==> src/rtl/mac_pkg.sv <==
// Shared types and width constants for the MACcore sequencer and its helpers.
package mac_pkg;

    localparam int unsigned DATA_W  = 8;
    localparam int unsigned WADDR_W = 5;
    localparam int unsigned ACC_W   = 17;
    localparam int unsigned GRID    = 16;
    localparam int unsigned SEL_W   = $clog2(GRID);

    typedef enum logic [2:0] {
        StIdle,
        StClear,
        StFetch,
        StIssue,
        StComp,
        StWait,
        StCapture
    } seq_state_e;

    typedef struct packed {
        logic [SEL_W-1:0]   row;
        logic [SEL_W-1:0]   col;
        logic [GRID-1:0]    row_en;
        logic [WADDR_W-1:0] last_tap;
    } job_cfg_t;

    function automatic logic [GRID-1:0] col_onehot(input logic [SEL_W-1:0] col);
        logic [GRID-1:0] oh;
        oh      = '0;
        oh[col] = 1'b1;
        return oh;
    endfunction

endpackage

==> src/rtl/mac_sequencer_if.sv <==
// Job, sample-stream and MACcore control signals between the scheduler side and the sequencer.
interface mac_sequencer_if;
    import mac_pkg::*;

    logic               start;
    logic [SEL_W-1:0]   cfgRow;
    logic [SEL_W-1:0]   cfgCol;
    logic [GRID-1:0]    cfgRowEn;
    logic [WADDR_W-1:0] cfgLastTap;
    logic [DATA_W-1:0]  dataIn;
    logic               dataValid;
    logic               dataReady;
    logic [DATA_W-1:0]  macData;
    logic [SEL_W-1:0]   macRow;
    logic [WADDR_W-1:0] macAddrWeight;
    logic [SEL_W-1:0]   macCol;
    logic [GRID-1:0]    macAddrEn;
    logic [SEL_W-1:0]   macAddrResult;
    logic               macNewData;
    logic               macComp;
    logic [GRID-1:0]    macColReset;
    logic [ACC_W-1:0]   macResult;
    logic [ACC_W-1:0]   resultOut;
    logic               resultValid;
    logic               busy;
    logic               done;

    modport slave (
        input  start, cfgRow, cfgCol, cfgRowEn, cfgLastTap, dataIn, dataValid, macResult,
        output dataReady, macData, macRow, macAddrWeight, macCol, macAddrEn, macAddrResult,
               macNewData, macComp, macColReset, resultOut, resultValid, busy, done
    );

    modport master (
        output start, cfgRow, cfgCol, cfgRowEn, cfgLastTap, dataIn, dataValid, macResult,
        input  dataReady, macData, macRow, macAddrWeight, macCol, macAddrEn, macAddrResult,
               macNewData, macComp, macColReset, resultOut, resultValid, busy, done
    );

endinterface

==> src/rtl/mac_tap_counter.sv <==
// Loadable tap/weight-address counter with clear, enable and terminal compare.
module mac_tap_counter
    import mac_pkg::*;
#(
    parameter int unsigned Width = WADDR_W
) (
    input  logic             clk_i,
    input  logic             rst_i,
    input  logic             clr_i,
    input  logic             load_i,
    input  logic [Width-1:0] load_val_i,
    input  logic             en_i,
    input  logic [Width-1:0] last_i,
    output logic [Width-1:0] cnt_o,
    output logic             term_o
);

    logic [Width-1:0] cnt_q, cnt_d;

    assign term_o = (cnt_q == last_i);
    assign cnt_o  = cnt_q;

    // Holds at the terminal value so a full-range job never wraps.
    always_comb begin
        cnt_d = cnt_q;
        if (clr_i) begin
            cnt_d = '0;
        end else if (load_i) begin
            cnt_d = load_val_i;
        end else if (en_i && !term_o) begin
            cnt_d = cnt_q + 1'b1;
        end
    end

    always_ff @(posedge clk_i) begin
        if (rst_i) begin
            cnt_q <= '0;
        end else begin
            cnt_q <= cnt_d;
        end
    end

endmodule

==> src/rtl/mac_sequencer.sv <==
// Sequences one dot-product job on the MACcore grid: clear column, stream taps, commit, capture.
module mac_sequencer
    import mac_pkg::*;
#(
    parameter int unsigned RES_LAT = 2
) (
    input  logic           Clk,
    input  logic           reset,
    mac_sequencer_if.slave bus_io
);

    localparam int unsigned WaitW = (RES_LAT > 2) ? $clog2(RES_LAT - 1) : 1;
    localparam logic [WaitW-1:0] WaitLast = (RES_LAT > 2) ? WaitW'(RES_LAT - 2) : '0;

    seq_state_e         state_q, state_d;
    job_cfg_t           cfg_q, cfg_d;
    logic [WaitW-1:0]   wait_q, wait_d;

    logic               data_ready_q, data_ready_d;
    logic [DATA_W-1:0]  mac_data_q, mac_data_d;
    logic [SEL_W-1:0]   mac_row_q, mac_row_d;
    logic [WADDR_W-1:0] mac_addr_weight_q, mac_addr_weight_d;
    logic [SEL_W-1:0]   mac_col_q, mac_col_d;
    logic [GRID-1:0]    mac_addr_en_q, mac_addr_en_d;
    logic [SEL_W-1:0]   mac_addr_result_q, mac_addr_result_d;
    logic               mac_new_data_q, mac_new_data_d;
    logic               mac_comp_q, mac_comp_d;
    logic [GRID-1:0]    mac_col_reset_q, mac_col_reset_d;
    logic [ACC_W-1:0]   result_out_q, result_out_d;
    logic               result_valid_q, result_valid_d;
    logic               busy_q, busy_d;
    logic               done_q, done_d;

    logic               tap_clr, tap_en, tap_term, active;
    logic [WADDR_W-1:0] tap_cnt;

    assign tap_clr = (state_q == StClear);
    assign tap_en  = (state_q == StIssue);

    mac_tap_counter #(
        .Width (WADDR_W)
    ) u_tap_counter (
        .clk_i      (Clk),
        .rst_i      (reset),
        .clr_i      (tap_clr),
        .load_i     (1'b0),
        .load_val_i ({WADDR_W{1'b0}}),
        .en_i       (tap_en),
        .last_i     (cfg_q.last_tap),
        .cnt_o      (tap_cnt),
        .term_o     (tap_term)
    );

    always_comb begin
        state_d    = state_q;
        cfg_d      = cfg_q;
        wait_d     = wait_q;
        mac_data_d = mac_data_q;
        unique case (state_q)
            StIdle: begin
                if (bus_io.start) begin
                    cfg_d   = '{row:      bus_io.cfgRow,
                                col:      bus_io.cfgCol,
                                row_en:   bus_io.cfgRowEn,
                                last_tap: bus_io.cfgLastTap};
                    state_d = StClear;
                end
            end
            StClear: state_d = StFetch;
            StFetch: begin
                if (bus_io.dataValid && data_ready_q) begin
                    mac_data_d = bus_io.dataIn;
                    state_d    = StIssue;
                end
            end
            StIssue: state_d = tap_term ? StComp : StFetch;
            StComp: begin
                wait_d  = '0;
                state_d = (RES_LAT > 1) ? StWait : StCapture;
            end
            StWait: begin
                if (wait_q == WaitLast) begin
                    state_d = StCapture;
                end else begin
                    wait_d = wait_q + 1'b1;
                end
            end
            StCapture: state_d = StIdle;
            default:   state_d = StIdle;
        endcase

        // Outputs are decoded from the next state so every one of them leaves a flop.
        active            = (state_d != StIdle);
        data_ready_d      = (state_d == StFetch);
        mac_row_d         = active ? cfg_d.row : '0;
        mac_col_d         = active ? cfg_d.col : '0;
        mac_addr_en_d     = active ? cfg_d.row_en : '0;
        mac_addr_result_d = active ? cfg_d.row : '0;
        mac_addr_weight_d = (state_d == StIssue) ? tap_cnt :
                            (active ? mac_addr_weight_q : '0);
        mac_new_data_d    = (state_d == StIssue);
        mac_comp_d        = (state_d == StComp);
        mac_col_reset_d   = (state_d == StClear) ? col_onehot(cfg_d.col) : '0;
        result_out_d      = (state_d == StCapture) ? bus_io.macResult : result_out_q;
        result_valid_d    = (state_d == StCapture);
        done_d            = (state_d == StCapture);
        busy_d            = active;
    end

    always_ff @(posedge Clk) begin
        if (reset) begin
            state_q           <= StIdle;
            cfg_q             <= '0;
            wait_q            <= '0;
            data_ready_q      <= 1'b0;
            mac_data_q        <= '0;
            mac_row_q         <= '0;
            mac_addr_weight_q <= '0;
            mac_col_q         <= '0;
            mac_addr_en_q     <= '0;
            mac_addr_result_q <= '0;
            mac_new_data_q    <= 1'b0;
            mac_comp_q        <= 1'b0;
            mac_col_reset_q   <= '0;
            result_out_q      <= '0;
            result_valid_q    <= 1'b0;
            busy_q            <= 1'b0;
            done_q            <= 1'b0;
        end else begin
            state_q           <= state_d;
            cfg_q             <= cfg_d;
            wait_q            <= wait_d;
            data_ready_q      <= data_ready_d;
            mac_data_q        <= mac_data_d;
            mac_row_q         <= mac_row_d;
            mac_addr_weight_q <= mac_addr_weight_d;
            mac_col_q         <= mac_col_d;
            mac_addr_en_q     <= mac_addr_en_d;
            mac_addr_result_q <= mac_addr_result_d;
            mac_new_data_q    <= mac_new_data_d;
            mac_comp_q        <= mac_comp_d;
            mac_col_reset_q   <= mac_col_reset_d;
            result_out_q      <= result_out_d;
            result_valid_q    <= result_valid_d;
            busy_q            <= busy_d;
            done_q            <= done_d;
        end
    end

    assign bus_io.dataReady     = data_ready_q;
    assign bus_io.macData       = mac_data_q;
    assign bus_io.macRow        = mac_row_q;
    assign bus_io.macAddrWeight = mac_addr_weight_q;
    assign bus_io.macCol        = mac_col_q;
    assign bus_io.macAddrEn     = mac_addr_en_q;
    assign bus_io.macAddrResult = mac_addr_result_q;
    assign bus_io.macNewData    = mac_new_data_q;
    assign bus_io.macComp       = mac_comp_q;
    assign bus_io.macColReset   = mac_col_reset_q;
    assign bus_io.resultOut     = result_out_q;
    assign bus_io.resultValid   = result_valid_q;
    assign bus_io.busy          = busy_q;
    assign bus_io.done          = done_q;

endmodule
==> src/flat_wrapper.sv <==
// flat-port wrapper written by rule: the top's interface ports become plain ports
module mac_sequencer_flat import mac_pkg::*;
#(
    parameter int unsigned RES_LAT = 2
)
  (Clk, reset, bus_io_start, bus_io_cfgRow, bus_io_cfgCol, bus_io_cfgRowEn, bus_io_cfgLastTap, bus_io_dataIn, bus_io_dataValid, bus_io_macResult, bus_io_dataReady, bus_io_macData, bus_io_macRow, bus_io_macAddrWeight, bus_io_macCol, bus_io_macAddrEn, bus_io_macAddrResult, bus_io_macNewData, bus_io_macComp, bus_io_macColReset, bus_io_resultOut, bus_io_resultValid, bus_io_busy, bus_io_done);
  mac_sequencer_if bus_io_i ();
  input  logic Clk;
  input  logic reset;
  input wire logic [$bits(bus_io_i.start)-1:0] bus_io_start;
  input wire logic [$bits(bus_io_i.cfgRow)-1:0] bus_io_cfgRow;
  input wire logic [$bits(bus_io_i.cfgCol)-1:0] bus_io_cfgCol;
  input wire logic [$bits(bus_io_i.cfgRowEn)-1:0] bus_io_cfgRowEn;
  input wire logic [$bits(bus_io_i.cfgLastTap)-1:0] bus_io_cfgLastTap;
  input wire logic [$bits(bus_io_i.dataIn)-1:0] bus_io_dataIn;
  input wire logic [$bits(bus_io_i.dataValid)-1:0] bus_io_dataValid;
  input wire logic [$bits(bus_io_i.macResult)-1:0] bus_io_macResult;
  output wire logic [$bits(bus_io_i.dataReady)-1:0] bus_io_dataReady;
  output wire logic [$bits(bus_io_i.macData)-1:0] bus_io_macData;
  output wire logic [$bits(bus_io_i.macRow)-1:0] bus_io_macRow;
  output wire logic [$bits(bus_io_i.macAddrWeight)-1:0] bus_io_macAddrWeight;
  output wire logic [$bits(bus_io_i.macCol)-1:0] bus_io_macCol;
  output wire logic [$bits(bus_io_i.macAddrEn)-1:0] bus_io_macAddrEn;
  output wire logic [$bits(bus_io_i.macAddrResult)-1:0] bus_io_macAddrResult;
  output wire logic [$bits(bus_io_i.macNewData)-1:0] bus_io_macNewData;
  output wire logic [$bits(bus_io_i.macComp)-1:0] bus_io_macComp;
  output wire logic [$bits(bus_io_i.macColReset)-1:0] bus_io_macColReset;
  output wire logic [$bits(bus_io_i.resultOut)-1:0] bus_io_resultOut;
  output wire logic [$bits(bus_io_i.resultValid)-1:0] bus_io_resultValid;
  output wire logic [$bits(bus_io_i.busy)-1:0] bus_io_busy;
  output wire logic [$bits(bus_io_i.done)-1:0] bus_io_done;
  assign bus_io_i.start = bus_io_start;
  assign bus_io_i.cfgRow = bus_io_cfgRow;
  assign bus_io_i.cfgCol = bus_io_cfgCol;
  assign bus_io_i.cfgRowEn = bus_io_cfgRowEn;
  assign bus_io_i.cfgLastTap = bus_io_cfgLastTap;
  assign bus_io_i.dataIn = bus_io_dataIn;
  assign bus_io_i.dataValid = bus_io_dataValid;
  assign bus_io_i.macResult = bus_io_macResult;
  assign bus_io_dataReady = bus_io_i.dataReady;
  assign bus_io_macData = bus_io_i.macData;
  assign bus_io_macRow = bus_io_i.macRow;
  assign bus_io_macAddrWeight = bus_io_i.macAddrWeight;
  assign bus_io_macCol = bus_io_i.macCol;
  assign bus_io_macAddrEn = bus_io_i.macAddrEn;
  assign bus_io_macAddrResult = bus_io_i.macAddrResult;
  assign bus_io_macNewData = bus_io_i.macNewData;
  assign bus_io_macComp = bus_io_i.macComp;
  assign bus_io_macColReset = bus_io_i.macColReset;
  assign bus_io_resultOut = bus_io_i.resultOut;
  assign bus_io_resultValid = bus_io_i.resultValid;
  assign bus_io_busy = bus_io_i.busy;
  assign bus_io_done = bus_io_i.done;
  mac_sequencer #(.RES_LAT(RES_LAT)) u_core (.Clk(Clk), .reset(reset), .bus_io(bus_io_i));
endmodule
==> config.mk <==
export PLATFORM = sky130hd
export DESIGN_NAME = mac_sequencer_flat
export DESIGN_NICKNAME = d
export VERILOG_FILES = /design/src/rtl/mac_pkg.sv /design/src/rtl/mac_sequencer_if.sv /design/src/rtl/mac_tap_counter.sv /design/src/rtl/mac_sequencer.sv /design/src/flat_wrapper.sv
export SDC_FILE = /design/constraint.sdc
export NUM_CORES = 1
export LEC_CHECK = 0
export ABC_CLOCK_PERIOD_IN_PS = 3300
export CORE_MARGIN = 2
export CORE_UTILIZATION = 40
export CTS_CLUSTER_DIAMETER = 100
export DETAILED_ROUTE_END_ITERATION = 7
export DONT_BUFFER_PORTS = 1
export GPL_TIMING_DRIVEN = 0
export HOLD_SLACK_MARGIN = 0.15
export MAX_ROUTING_LAYER = met4
export PLACE_DENSITY = 0.52
export SYNTH_ARGS = -nofsm -noshare
export SYNTH_HDL_FRONTEND = slang
export SYNTH_SLANG_ARGS = --single-unit
==> constraint.sdc <==
create_clock -name Clk -period 3.3 [get_ports Clk]
set_clock_uncertainty 0.05 [all_clocks]
set_input_delay 0.99 -clock Clk [delete_from_list [all_inputs] [get_ports Clk]]
set_output_delay 0.99 -clock Clk [all_outputs]
set_load 0.005 [all_outputs]
==> results by stage, run 1 <==
Status:
- The flow ran to the end, and the final reports show no timing, DRC or antenna violations.

Power and ir drop:
- The combinational fraction of design power is 0.075.
- The share of total power dissipated in sequential elements is 0.582.
- The total leakage power is roughly 1.6 nW.
- In this run the power density over the cells is approximately 590 nW/um^2.
- The internal portion of the total power is 1.85 mW.
- The switching power share of the total is 0.250.
- The worst ir drop on vdd is 0.000257 V.
- For this design the total switching power over the nets is around 610 uW.
- The clock network fraction of design power is 0.343.

Worst setup path:
- Walking the worst path, the cells encountered are o41ai_2, clkbuf_1, nor2_1.
- In this run the critical register-to-register path is launched from u_core.state_q[1]$_SDFF_PP0_.
- In this design, the stage delay of the slowest critical-path cell is 0.76 ns.
- The setup path with the least slack is of type in2reg.
- The worst setup path is launched from a primary input.
- At the worst endpoint, the required time is between 3 and 4 ns.
- The largest driver fanout on the critical path is 10.
- The worst register-to-register path has a setup slack of between 1 and 1.5 ns.
- On the critical path the largest part of the delay comes from compound AO/OA/AOI/OAI gates.
- The worst path buffer plus inverter count is 1.
- Data arrives at the worst endpoint at 2.32 ns.
- The worst register-to-register path ends at u_core.bus_io.macAddrEn[14]$_SDFF_PP0_.
- The logic depth of the worst register-to-register path is 4.
- The slowest stage of the critical path is the o41ai_2 cell.
- The critical path endpoint category is a register.

Layout:
- From synthesis to final layout, the design area changed by 9.39%.
- The top cell types in the final layout, fill and taps aside, are dfxtp_1 (112), nor2_1 (86), nand2_1 (55).
- The library cell used most frequently in the layout, excluding fill and tap cells, is dfxtp_1.
- 0 antenna diodes ended up in the layout.
- For this run, the number of standard cells in the final layout without fillers is roughly 520.
- The share of the core filled with cells is 0.450.
- The final layout contains approximately 460 nets.
- Of the cells placed in the final design, the portion with a size suffix greater than 1 is 0.0860.

STA:
- Counting I/O delays and the setup requirement, the final critical path takes between 2 and 2.5 ns.
- Of the available clock period, the critical path in the final layout requires 0.646.
- The pin slew with the least headroom to its limit is 0.805 ns.
- The sum of negative setup slack is 0 ns.
- The final hold violation count came to 0.
- Setup repair after global routing left no endpoint under its margin.
- The count of pins over their slew limit is 0.
- The total setup violations reported at the end of the flow is 0.
- The max-slew headroom at the worst pin is 0.458.
- The top achievable clock speed is 0.469 GHz.
- The smallest hold slack is 0.425 ns.

Die:
- In this run the vertical extent of the chip is 101 um.
- The floorplan step set the die width to a little over 100 um.
- The die footprint is 10300 um^2.
- The core region is 9200 um^2.
- The initial utilization of the core area, before any placement, comes to 0.412.
- The number of placed I/O pins is 138.
- Row generation in the floorplan step produced 35 rows.

Global route:
- Global routing finished with a remaining overflow of 0.
- The first global-routing pass estimated between 10000 and 15000 um of wire.
- The number of antenna violations at the first check in global routing was 0.
- The via count of the first global-routing pass came to 2506.
- Across every metal layer, demand over resource in global routing totals 0.163.
- The largest net degree at the start of global routing is 21.

Clock network:
- Clock tree synthesis selected as its root buffer the cell clkbuf_8.
- Once the clock tree was built, the setup fixing pass inserted 0 buffers.
- The number of buffers between clock root and the deepest sink is 2.
- The H-tree was split into 3 levels.
- After clock tree synthesis, the clock-pin slew on the worst setup and hold paths is 0.10 ns.
- The TritonCTS buffer count is 9.
- After clock tree synthesis, the flow added hold-fix buffers numbering 0.
- The number of gates resized after CTS was 0.
- TritonCTS built the clock tree.
- CTS saw approximately 110 sinks.
- The later pin in the worst-skew pair is clocked with a latency of between 0.3 and 0.4 ns.

Logic synthesis:
- Of all cell types, the one taking the most synthesized area is dfxtp_1.
- The mux cell area share after synthesis is 0.0979.
- The synthesized area is approximately 3800 um^2.
- Synthesis produced a netlist whose cell count is slightly below 400.
- The post-synth net total is 450.
- By area the synthesized netlist is led by dfxtp_1 (59%), mux2i_1 (9.8%), nor2_1 (8.5%).
- Synthesis inferred between 100 and 150 register bits.
- Dividing the synthesized area by the synthesized cell count gives just under 10 um^2.
- The fraction of the mapped netlist area in adder cells is 0.00331.
- The number of distinct library cell variants in the gate-level netlist after synthesis is 34.
- After synthesis, the largest family of logic cells by area is simple AND/OR/NAND/NOR gates.
- The xor-xnor portion of the synthesized cell area is 0.0116.
- The share of the Yosys chip area taken by registers is 0.592.
- The simple-gate share of the synthesized area is 0.194.
- The share of synthesized area in the top cell type comes to 0.592.
- The compound-gate portion of the synthesized area came to 0.0635.
- For this run, the number of Yosys warnings is 0.

Placement:
- After detailed placement, the design holds a cell count of 502.
- Routability-driven placement finished with a final weighted congestion of ~0.83.
- The number of input and output port buffers inserted is 0.
- The sum of net half-perimeters after detailed placement is 5750 um.

Detailed routing:
- The post-detailed-routing wire length is about 8000 um.
- The mean number of vias per cell is between 5 and 6.
- The number of remaining DRC errors is 0.
- The initial detailed-routing violation count is 76.
- The pre-antenna-repair detailed-routing pass consisted of 4 iterations.
- The routed layout has 2615 vias.
- The final routed wire length divided by cell count is 15.4 um.
- The number of nets with antenna violations after detailed routing is 0.

Run:
- The total of max-cap violations is 0.

Worst hold path:
- The tightest min-delay check is of the reg2reg type.
- Counting instances, the worst hold path has a depth of 2.
- The launch instance of the worst min-delay path is u_core.cfg_q[4]$_SDFFE_PP0P_.
- The worst hold path endpoint is u_core.cfg_q[4]$_SDFFE_PP0P_.
==> sequential cells by signal, indices dropped and copies added, names as in the netlist <==
name	flops
u_core.bus_io.macCol	4
u_core.bus_io.dataReady	1
u_core.u_tap_counter.cnt_o	5
u_core.bus_io.resultOut	17
u_core.bus_io.macAddrEn	16
u_core.bus_io.macComp	1
u_core.bus_io.macRow	4
u_core.bus_io.resultValid	1
u_core.cfg_q	29
u_core.bus_io.macColReset	16
u_core.bus_io.macData	8
u_core.bus_io.busy	1
u_core.state_q	3
u_core.bus_io.macNewData	1
u_core.bus_io.macAddrWeight	5
==> through the flow <==
| step | total power [mW] | area (um^2) | setup slack [ns] |
|---|---|---|---|
| 2_1_floorplan | 1.60 | 3780 | 1.20 |
| 3_3_place_gp | 1.65 | 3920 | 0.770 |
| 3_5_place_dp | 1.65 | 3920 | 0.749 |
| 4_1_cts | 2.50 | 4140 | 1.13 |
| 5_1_grt | 2.59 | 4140 | 1.06 |
| 6_report | 2.46 | 4140 | 1.17 |
==> layout make-up <==
cell class	instances	area (um^2)
fill	932	5060
inverter	1	3.75
buffer	27	138
multi-input combinational	251	1400
sequential	112	2240
clock inverter	6	88.8
tap	111	139
clock buffer	10	128
==> cells in the mapped netlist, drive strengths merged <==
library cell and n:
nor3b 1, a21o 1, dfxtp 112, nand3 3
ha 1, nand4b 1, o21bai 1, xor2 5
nand4 3, mux2i 37, clkbuf 13, a41o 1
nand2b 1, or3 7, nand2 55, or4b 1
nor2 86, and3 1, buf 14, and3b 2
a21boi 1, inv 1, a21oi 28, or3b 1
nor3 3, a211oi 1, nand3b 3, o41ai 1
nor4b 1, a32oi 5
==> layer usage <==
layer / vias to the layer above / global-route usage / routed length, um
li1: 1313 / - / -
met1: 1192 / 0.222 / 3760
met2: 100 / 0.233 / 3490
met3: 10 / 0.0442 / 657
met4: 0 / 0.0561 / 99
met5: - / - / 0
==> cell families (layout without fill, tap and decap cells) <==
logic type | Yosys count | count (layout)
AND/OR/NAND/NOR | 169 | 169
adder cells (fa/ha/maj) | 1 | 1
flip-flops | 112 | 112
AO/OA/AOI/OAI | 39 | 39
multiplexers | 37 | 37
buffers and inverters | 28 | 44
XOR/XNOR | 5 | 5
==> worst register-to-register path, cell delays in order (launching register included) <==
cell,delay [ns]
dfxtp_1,0.32
buf_6,0.13
o41ai_2,0.72
clkbuf_1,0.47
nor2_1,0.10
==> power by group through the flow <==
stage	Combinational (mW)	Sequential, mW	Clock [mW]
2_1_floorplan	0.149	1.45	0
3_3_place_gp	0.185	1.46	0
5_1_grt	0.211	1.44	0.942
3_5_place_dp	0.188	1.46	0
4_1_cts	0.189	1.43	0.878
6_report	0.184	1.43	0.845
==> how the worst max path moves through the flow <==
stage | startpoint | to | slack [ns] | cells past startpoint
3_5_place_dp | bus_io_start | u_core.bus_io.macAddrEn[14]$_SDFF_PP0_ | 0.75 | 3
6_report | bus_io_start | u_core.bus_io.macAddrEn[14]$_SDFF_PP0_ | 1.17 | 3
4_1_cts | bus_io_start | u_core.bus_io.macAddrEn[11]$_SDFF_PP0_ | 1.13 | 3
2_1_floorplan | bus_io_start | u_core.bus_io.macAddrEn[10]$_SDFF_PP0_ | 1.20 | 3
5_1_grt | bus_io_start | u_core.bus_io.macAddrEn[11]$_SDFF_PP0_ | 1.06 | 3
3_3_place_gp | bus_io_start | u_core.bus_io.macRow[3]$_SDFF_PP0_ | 0.77 | 3
(Power assumes the default switching activity.)
==> inputs of run 2 (changes only) <==
--- a/config.mk
+++ b/config.mk
@@ -5,7 +5,8 @@
 export SDC_FILE = /design/constraint.sdc
 export NUM_CORES = 1
 export LEC_CHECK = 0
-export ABC_CLOCK_PERIOD_IN_PS = 3300
+export ABC_AREA = 1
+export ABC_CLOCK_PERIOD_IN_PS = 2130
 export CORE_MARGIN = 2
 export CORE_UTILIZATION = 40
 export CTS_CLUSTER_DIAMETER = 100
==> constraint.sdc (replaced) <==
create_clock -name Clk -period 2.13 [get_ports Clk]
set_clock_uncertainty 0.05 [all_clocks]
set_input_delay 0.639 -clock Clk [delete_from_list [all_inputs] [get_ports Clk]]
set_output_delay 0.639 -clock Clk [all_outputs]
set_load 0.005 [all_outputs]
==> run 2 against run 1 <==
Synthesized area grew 1.8%. Sequential share of layout area shrank 0.81 points. First-iteration DRC count grew 39%. Setup slack lost 0.65 ns. Largest cell class unchanged. Global-route usage shrank 0.54 points. Combinational power grew 110%. Clock power grew 43%. Count of clock-buffer cells in the layout is the same. Non-clock buffer count shrank 5.
==> results by stage, run 2 <==
Run:
- The total of max-cap violations is 0 (unchanged).

Global route:
- The first-pass GRT wire length is 12300 um (-2.9%).
- The largest net degree at the start of global routing came to 21 (unchanged).
- The total grt overflow is 0 (unchanged).
- The number of antenna violations at the first check in global routing was 0 (unchanged).
- The via count of the first global-routing pass came to 2564 (+2.3%).
- The total routing resource utilization after global routing is 0.158 (-0.00538).

Worst setup path:
- Traced cell by cell, the critical path runs through inv_1, nand2_1, nand2_1, nor2_1, nand3_2, nand2_1, nand3_1, nand2_1, nor2_1.
- The critical path is of the reg2reg type.
- The launching element type of the critical path is a register.
- The register-to-register setup slack was 0.51 ns (-0.89 ns).
- The endpoint required time on the critical path is 2.35 ns (-1.13 ns).
- Counting stages on the worst path, the most repeated cell is nand2_1.
- The critical path endpoint category is a register.
- The slowest stage of the critical path belongs to the cell dfxtp_1.
- The largest driver fanout on the critical path is 7 (-3).
- The critical path's largest stage delay is 0.46 ns (-0.30 ns).
- The endpoint arrival time on the critical path is 1.84 ns (-0.48 ns).

Placement:
- The routability congestion estimate is 0.842 (+1.5%).
- The pre-CTS worst setup slack is 0.330 ns (-0.419 ns).
- The sum of net half-perimeters after detailed placement is 5780 um (+0.47%).
- The standard cell area after detailed placement is 4010 um^2 (+2.3%).
- The cell total after placement is 564 (+12%).
- The number of input and output port buffers inserted is 0 (unchanged).

STA:
- The pin slew with the least headroom to its limit came to 0.598 ns (-0.207 ns).
- Setup repair after global routing left no endpoint under its margin.
- The minimum setup slack in the final design is 0.514 ns (-0.652 ns).
- The total setup violations reported at the end of the flow is 0 (unchanged).
- The sum of negative setup slack is 0 ns (unchanged).
- The max-slew headroom at the worst pin is 0.597 (+0.139).
- Subtracting the final worst setup slack from the clock period gives 1.62 ns.
- For this run, the top clock speed supported by timing is 0.619 GHz.
- The final hold violation count is 0 (unchanged).
- The count of pins over their slew limit is 0 (unchanged).
- The part of the cycle the worst path needs is 0.758.

Layout:
- The final design area excluding fillers is 4200 um^2 (+1.5%).
- The ratio of cells with drive above 1 in the final layout is 0.0998 (+0.0138).
- The leading cell type in the layout, fill and taps excluded is dfxtp_1.
- The area growth from synthesis to layout is 9.13%.
- The total of fill cells in the finished design is 937 (+0.54%).
- In the layout the commonest cells are dfxtp_1 (112), nor2_1 (86), inv_1 (48).
- The number of cells in the finished layout apart from fillers came to 580 (+12%).
- The number of nets in the layout was 505 (+9.5%).
- The flip-flop count of the largest register, all copies and words added was 29 (unchanged).
- The antenna diode instance count came to 0 (unchanged).
- More flip-flops sit in one register than any other, and that register is u_core.cfg_q.

Detailed routing:
- The final routed wire length divided by cell count is 13.6 um (-12%).
- The overall via count from detail_route is 2764 (+5.7%).
- The post-detailed-routing wire length was 7860 um (-1.7%).
- The number of remaining DRC errors is 0 (unchanged).
- The number of nets with antenna violations after detailed routing is 0 (unchanged).
- The mean number of vias per cell came to 4.77 (-5.6%).
- The number of optimization iterations in the first detailed-route pass was 4 (unchanged).
- The initial detailed-routing violation count came to 106 (+39%).

Die:
- The floorplan die height is 102 um (+0.83%).
- The die footprint was 10400 um^2 (+1.7%).
- The number of placed I/O pins was 138 (unchanged).
- The placeable core region was 9280 um^2 (+0.95%).
- The effective utilization at floorplan is 0.415 (+0.00326).
- The standard-cell row count came to 35 (unchanged).
- The floorplan die width is 102 um (+0.83%).

Logic synthesis:
- The top cell type's share of synthesized area is 0.582 (-0.0102).
- The post-synth net total is 494 (+9.8%).
- The average size of a mapped cell is 8.85 um^2 (-8.5%).
- In the post-synthesis netlist, the cell with the most instances is dfxtp_1.
- The count of synthesis-stage warnings from yosys was 0 (unchanged).
- The number of enable-type register cells in the synthesized netlist is 0 (unchanged).
- The number of distinct library cell variants in the gate-level netlist after synthesis was 27 (-21%).
- The proportion of synthesized flip-flops having asynchronous set or reset came to 0 (unchanged).
- The sequential area share after synthesis came to 0.582 (-0.0102).
- The number of synthesized register bits was 112 (unchanged).
- The post-synthesis instance total is 435 (+11%).
- The leading area contributor after synthesis is dfxtp_1.
- Yosys attributes the largest share of cell area to dfxtp_1 (58%), nor2_1 (8.4%), inv_1 (4.7%).
- In the synthesized netlist, the cells that appear most often are dfxtp_1 (112), nor2_1 (86), inv_1 (48), o21ai_0 (35), nand2_1 (34).
- In the synthesized netlist the dominant register cell turns out to be dfxtp_1.
- The synthesized area is 3850 um^2 (+1.8%).

Clock network:
- The TritonCTS buffer count came to 9 (unchanged).
- The clock transition time at the flip-flop clock pins of the worst setup and hold paths is 0.10 ns (about the same).
- The maximum level of the CTS H-tree is 3 (unchanged).
- The later-pin clock latency in the skew report was 0.37 ns (about the same).
- TritonCTS built the clock tree.
- The buffer count from post-CTS setup fixing came to 0 (unchanged).
- The hold buffer count at cts was 0 (unchanged).
- The clock root buffer is clkbuf_8.
- The total number of clock tree sinks came to 112 (unchanged).
- The number of buffers between clock root and the deepest sink was 2 (unchanged).
- The post-cts sizing count is 0 (unchanged).

Power and ir drop:
- The total leakage power was 1.72 nW (+8.9%).
- The power density over cell area is 912 nW/um^2 (+53%).
- The worst ir drop on vdd is 0.000302 V (+18%).

Status:
- The run finished with clean final reports.

Worst hold path:
- The tightest min-delay check is of the in2reg type.
==> run 2: cells by family (layout without fill, tap and decap cells) <==
logic type / Yosys count / after routing / synth area share
and+or+nand+nor: 161 / 161 / 0.185
adders and majority gates: 1 / 1 / 0.00325
buffers and inverters: 73 / 89 / 0.0845
AOI/OAI and AO/OA: 67 / 67 / 0.0916
xor gates and xnor gates: 4 / 4 / 0.00910
muxes: 17 / 17 / 0.0442
DFF: 112 / 112 / 0.582
==> run 2: worst paths after layout <==
kind,from,endpoint,cells past startpoint
max reg2reg,u_core.u_tap_counter.cnt_o[2]$_SDFFE_PP0P_,u_core.bus_io.dataReady$_SDFF_PP0_,9
max,u_core.u_tap_counter.cnt_o[2]$_SDFFE_PP0P_,u_core.bus_io.dataReady$_SDFF_PP0_,9
min,bus_io_cfgLastTap[4],u_core.cfg_q[4]$_SDFFE_PP0P_,2
min reg2reg,u_core.bus_io.resultOut[16]$_SDFFE_PP0N_,u_core.bus_io.resultOut[16]$_SDFFE_PP0N_,2
==> run 2: report_power, final <==
group	leakage, nW	internal (mW)	total (mW)	switching (mW)
clock	0.0961	0.457	1.21	0.750
combinational	0.717	0.138	0.389	0.251
sequential	0.911	2.19	2.24	0.0453
total	1.72	2.79	3.83	1.05
==> run 2: worst max-delay path, delay by kind of cell (launching register included) <==
kind                   cells  cell delay [ns]
DFF                        1             0.46
and+or+nand+nor            8             0.93
buffers and inverters      1             0.08
==> run 2: routing by layer <==
metal	GRT usage	up-vias	share of wire
met1	0.190	1264	0.45
met2	0.243	94	0.45
met5	-	-	0
li1	-	1395	-
met3	0.0472	11	0.081
met4	0.0708	0	0.018
==> run 2: metrics by stage <==
step | power [mW] | utilization | hold slack [ns]
detailed placement | 2.68 | 0.432 | 0.408
CTS | 3.90 | 0.453 | 0.336
floorplan | 2.59 | - | 0.390
global placement | 2.67 | 0.432 | 0.406
global route | 4.03 | 0.453 | 0.361
finish | 3.83 | 0.453 | 0.353
==> run 2: final cells by class <==
class	count	area, um^2	share of cell area
clock buffers	10	128	0.0304
inverters	51	191	0.0455
clock inverters	6	62.6	0.0149
multi-input cells	250	1280	0.305
flip-flops and latches	112	2240	0.533
plain buffers	22	134	0.0319
well taps	129	161	0.0384
==> inputs of run 3 (changes only) <==
--- a/config.mk
+++ b/config.mk
@@ -6,7 +6,7 @@
 export NUM_CORES = 1
 export LEC_CHECK = 0
 export ABC_AREA = 1
-export ABC_CLOCK_PERIOD_IN_PS = 2130
+export ABC_CLOCK_PERIOD_IN_PS = 1500
 export CORE_MARGIN = 2
 export CORE_UTILIZATION = 40
 export CTS_CLUSTER_DIAMETER = 100
==> constraint.sdc (replaced) <==
create_clock -name Clk -period 1.5 [get_ports Clk]
set_clock_uncertainty 0.05 [all_clocks]
set_input_delay 0.45 -clock Clk [delete_from_list [all_inputs] [get_ports Clk]]
set_output_delay 0.45 -clock Clk [all_outputs]
set_load 0.005 [all_outputs]
==> run 3 against run 2 <==
Sequential cell count did not move. Global-route usage increased by 0.059 points. Cell area increased by 4.3%. Cell count grew 0.34%. Wire length is 1.6% higher. Die area unchanged. Maximum frequency rose by 11%. Critical path depth shrank 2. First-iteration DRC count shrank 20%. Largest cell class unchanged. Largest power group unchanged. Highest routed layer unchanged.
==> results by stage, run 3 (synthesis results as in run 2) <==
Status:
- The run finished with clean final reports.

Layout:
- Leaving out fill and tap cells, the most frequent cell in the layout is dfxtp_1.
- Counting flops per register, the top entry is u_core.cfg_q.
- The ratio of cells with drive above 1 in the final layout was 0.166 (+0.0658).
- The relative area change from synthesis to final layout is 13.8%.
- The antenna diode instance count is 0 (unchanged).
- The flip-flop count of the largest register, all copies and words added is 29 (unchanged).
- The number of cells in the finished layout apart from fillers is 582 (+0.34%).
- The share of the core filled with cells came to 0.472 (+0.0195).
- The number of nets in the layout came to 507 (+0.40%).
- The library cells used most frequently in the layout, excluding fill and tap cells, are dfxtp_1 (104), nor2_1 (81), inv_1 (46).

Die:
- The effective utilization at floorplan is 0.415 (unchanged).
- The floorplan die height was 102 um (unchanged).
- The number of placed I/O pins came to 138 (unchanged).
- The placeable core region is 9280 um^2 (unchanged).
- The floorplan die width was 102 um (unchanged).
- The die footprint was 10400 um^2 (unchanged).
- The standard-cell row count is 35 (unchanged).

Clock network:
- The total number of clock tree sinks was 112 (unchanged).
- The TritonCTS clock tree is built.
- The clock root buffer is clkbuf_8.
- The TritonCTS buffer count came to 9 (unchanged).
- The number of buffers between clock root and the deepest sink came to 2 (unchanged).
- The maximum level of the CTS H-tree was 3 (unchanged).
- The clock transition time at the flip-flop clock pins of the worst setup and hold paths is 0.10 ns (about the same).
- The later-pin clock latency in the skew report is 0.36 ns (about the same).

Worst setup path:
- The largest driver fanout on the critical path is 10 (+3).
- The kind of cell with the highest combined delay on the critical path is simple AND/OR/NAND/NOR gates.
- The slowest stage cell on the critical path is dfxtp_4.
- Walking the worst path, the cells encountered are o21ai_0, nand2_4, nor2_4, nor2_8, inv_2, buf_6, nor2_1.
- The endpoint required time on the critical path is 1.70 ns (-0.65 ns).
- The critical path's largest stage delay came to 0.38 ns (-0.08 ns).
- The worst path buffer plus inverter count is 2 (+1).
- The critical path endpoint category is a register.
- The endpoint arrival time on the critical path is 1.66 ns (-0.18 ns).
- The worst setup path is of the reg2reg kind.
- The worst setup path is launched from a register.

STA:
- Setup repair after global routing could not meet its margin everywhere.
- The max-slew headroom at the worst pin is 0.597 (about the same).
- The count of pins over their slew limit is 0 (unchanged).
- The smallest hold slack is 0.173 ns (-0.179 ns).
- The final hold violation count was 0 (unchanged).
- The minimum setup slack in the final design is 0.0406 ns (-0.474 ns).
- The minimum period implied by the final worst setup slack is 1.46 ns (-0.156 ns).
- The top achievable clock speed is 0.685 GHz (+11%).
- The part of the cycle the worst path needs is 0.973 (+0.214).
- The total setup violations reported at the end of the flow is 0 (unchanged).
- The pin slew with the least headroom to its limit was 0.599 ns (+0.000744 ns).

Placement:
- The routability congestion estimate is 0.842 (unchanged).
- The cell total after placement is 564 (unchanged).
- The sum of net half-perimeters after detailed placement is 5780 um (unchanged).
- The number of input and output port buffers inserted was 0 (unchanged).
- The pre-CTS worst setup slack is -0.111 ns (-0.441 ns).

Detailed routing:
- The final routed wire length divided by cell count is 13.7 um (+1.3%).
- The overall via count from detail_route was 2794 (+1.1%).
- The number of optimization iterations in the first detailed-route pass is 4 (unchanged).
- The post-detailed-routing wire length is 7990 um (+1.6%).
- The number of remaining DRC errors was 0 (unchanged).
- The mean number of vias per cell is 4.80 (+0.74%).
- The number of nets with antenna violations after detailed routing came to 0 (unchanged).
- The initial detailed-routing violation count is 85 (-20%).

Global route:
- The number of antenna violations at the first check in global routing is 0 (unchanged).
- The first-pass GRT wire length is 12300 um (+0.51%).
- The via count of the first global-routing pass is 2581 (+0.66%).
- The largest net degree at the start of global routing is 21 (unchanged).
- The total grt overflow is 0 (unchanged).
- The total routing resource utilization after global routing was 0.158 (+0.000591).

Power and ir drop:
- The power density over cell area came to 1260 nW/um^2 (+38%).
- The overall power after layout is 5.53 mW (+44%).
- The total leakage power was 1.76 nW (+1.9%).
- The worst ir drop on vdd is 0.000435 V (+44%).

Run:
- The total of max-cap violations was 0 (unchanged).

Worst hold path:
- The path class of the lowest-slack min-delay path is in2reg.
[run 3: cell count changes in the layout (fill, tap and decap cells not counted), sizes merged]
cell / previous run / this run
dlygate4sd3: 0 / 1
buf: 12 / 13
[run 3: through the flow]
step / setup TNS [ns] / area (um^2)
CTS: -0.883 / 4230
finish: 0 / 4380
global route: -0.959 / 4380
floorplan: 0 / 3850
detailed placement: -4.50 / 4010
global placement: -3.48 / 4010
[run 3: layout make-up]
cell class	count	area, um^2
buffer	22	158
sequential	112	2260
clock inverter	6	62.6
tap	129	161
clock buffer	10	128
multi-input combinational	250	1410
fill	930	4900
inverter	51	191
timing repair buffer	2	17.5
[run 3: worst paths after layout]
path | startpoint | end | slack, ns | cells after the start
worst min-delay path | bus_io_cfgLastTap[0] | u_core.cfg_q[0]$_SDFFE_PP0P_ | 0.17 | 2
worst min register to register | u_core.bus_io.resultOut[1]$_SDFFE_PP0N_ | u_core.bus_io.resultOut[1]$_SDFFE_PP0N_ | 0.42 | 2
worst max register to register | u_core.state_q[2]$_SDFF_PP0_ | u_core.bus_io.macCol[3]$_SDFF_PP0_ | 0.04 | 7
worst max-delay path | u_core.state_q[2]$_SDFF_PP0_ | u_core.bus_io.macCol[3]$_SDFF_PP0_ | 0.04 | 7
[run 3: per-layer routing]
layer	GRT usage	vias up	wire (um)
met3	0.0472	10	637
li1	-	1403	-
met1	0.191	1280	3600
met2	0.244	101	3630
met4	0.0708	0	121
met5	-	-	0
[run 3: where the power goes]
part / switching [mW] / leakage (nW) / internal (mW)
combinational: 0.404 / 0.745 / 0.245
sequential: 0.0672 / 0.915 / 3.11
clock: 1.06 / 0.0961 / 0.650
[run 3: worst register-to-register path, stage by stage (launching register included)]
cell and delay (ns):
dfxtp_4 0.38, o21ai_0 0.28, nand2_4 0.10, nor2_4 0.18
nor2_8 0.06, inv_2 0.09, buf_6 0.15, nor2_1 0.05
[run 3: repair_timing]
item,in CTS,in global routing
buffers inserted,1,0
cloned,0,0
hold buffers,1,0
pin swaps,0,2
hold endpoints to repair,1,0
setup endpoints to repair,62,88
gates resized for setup,5,44
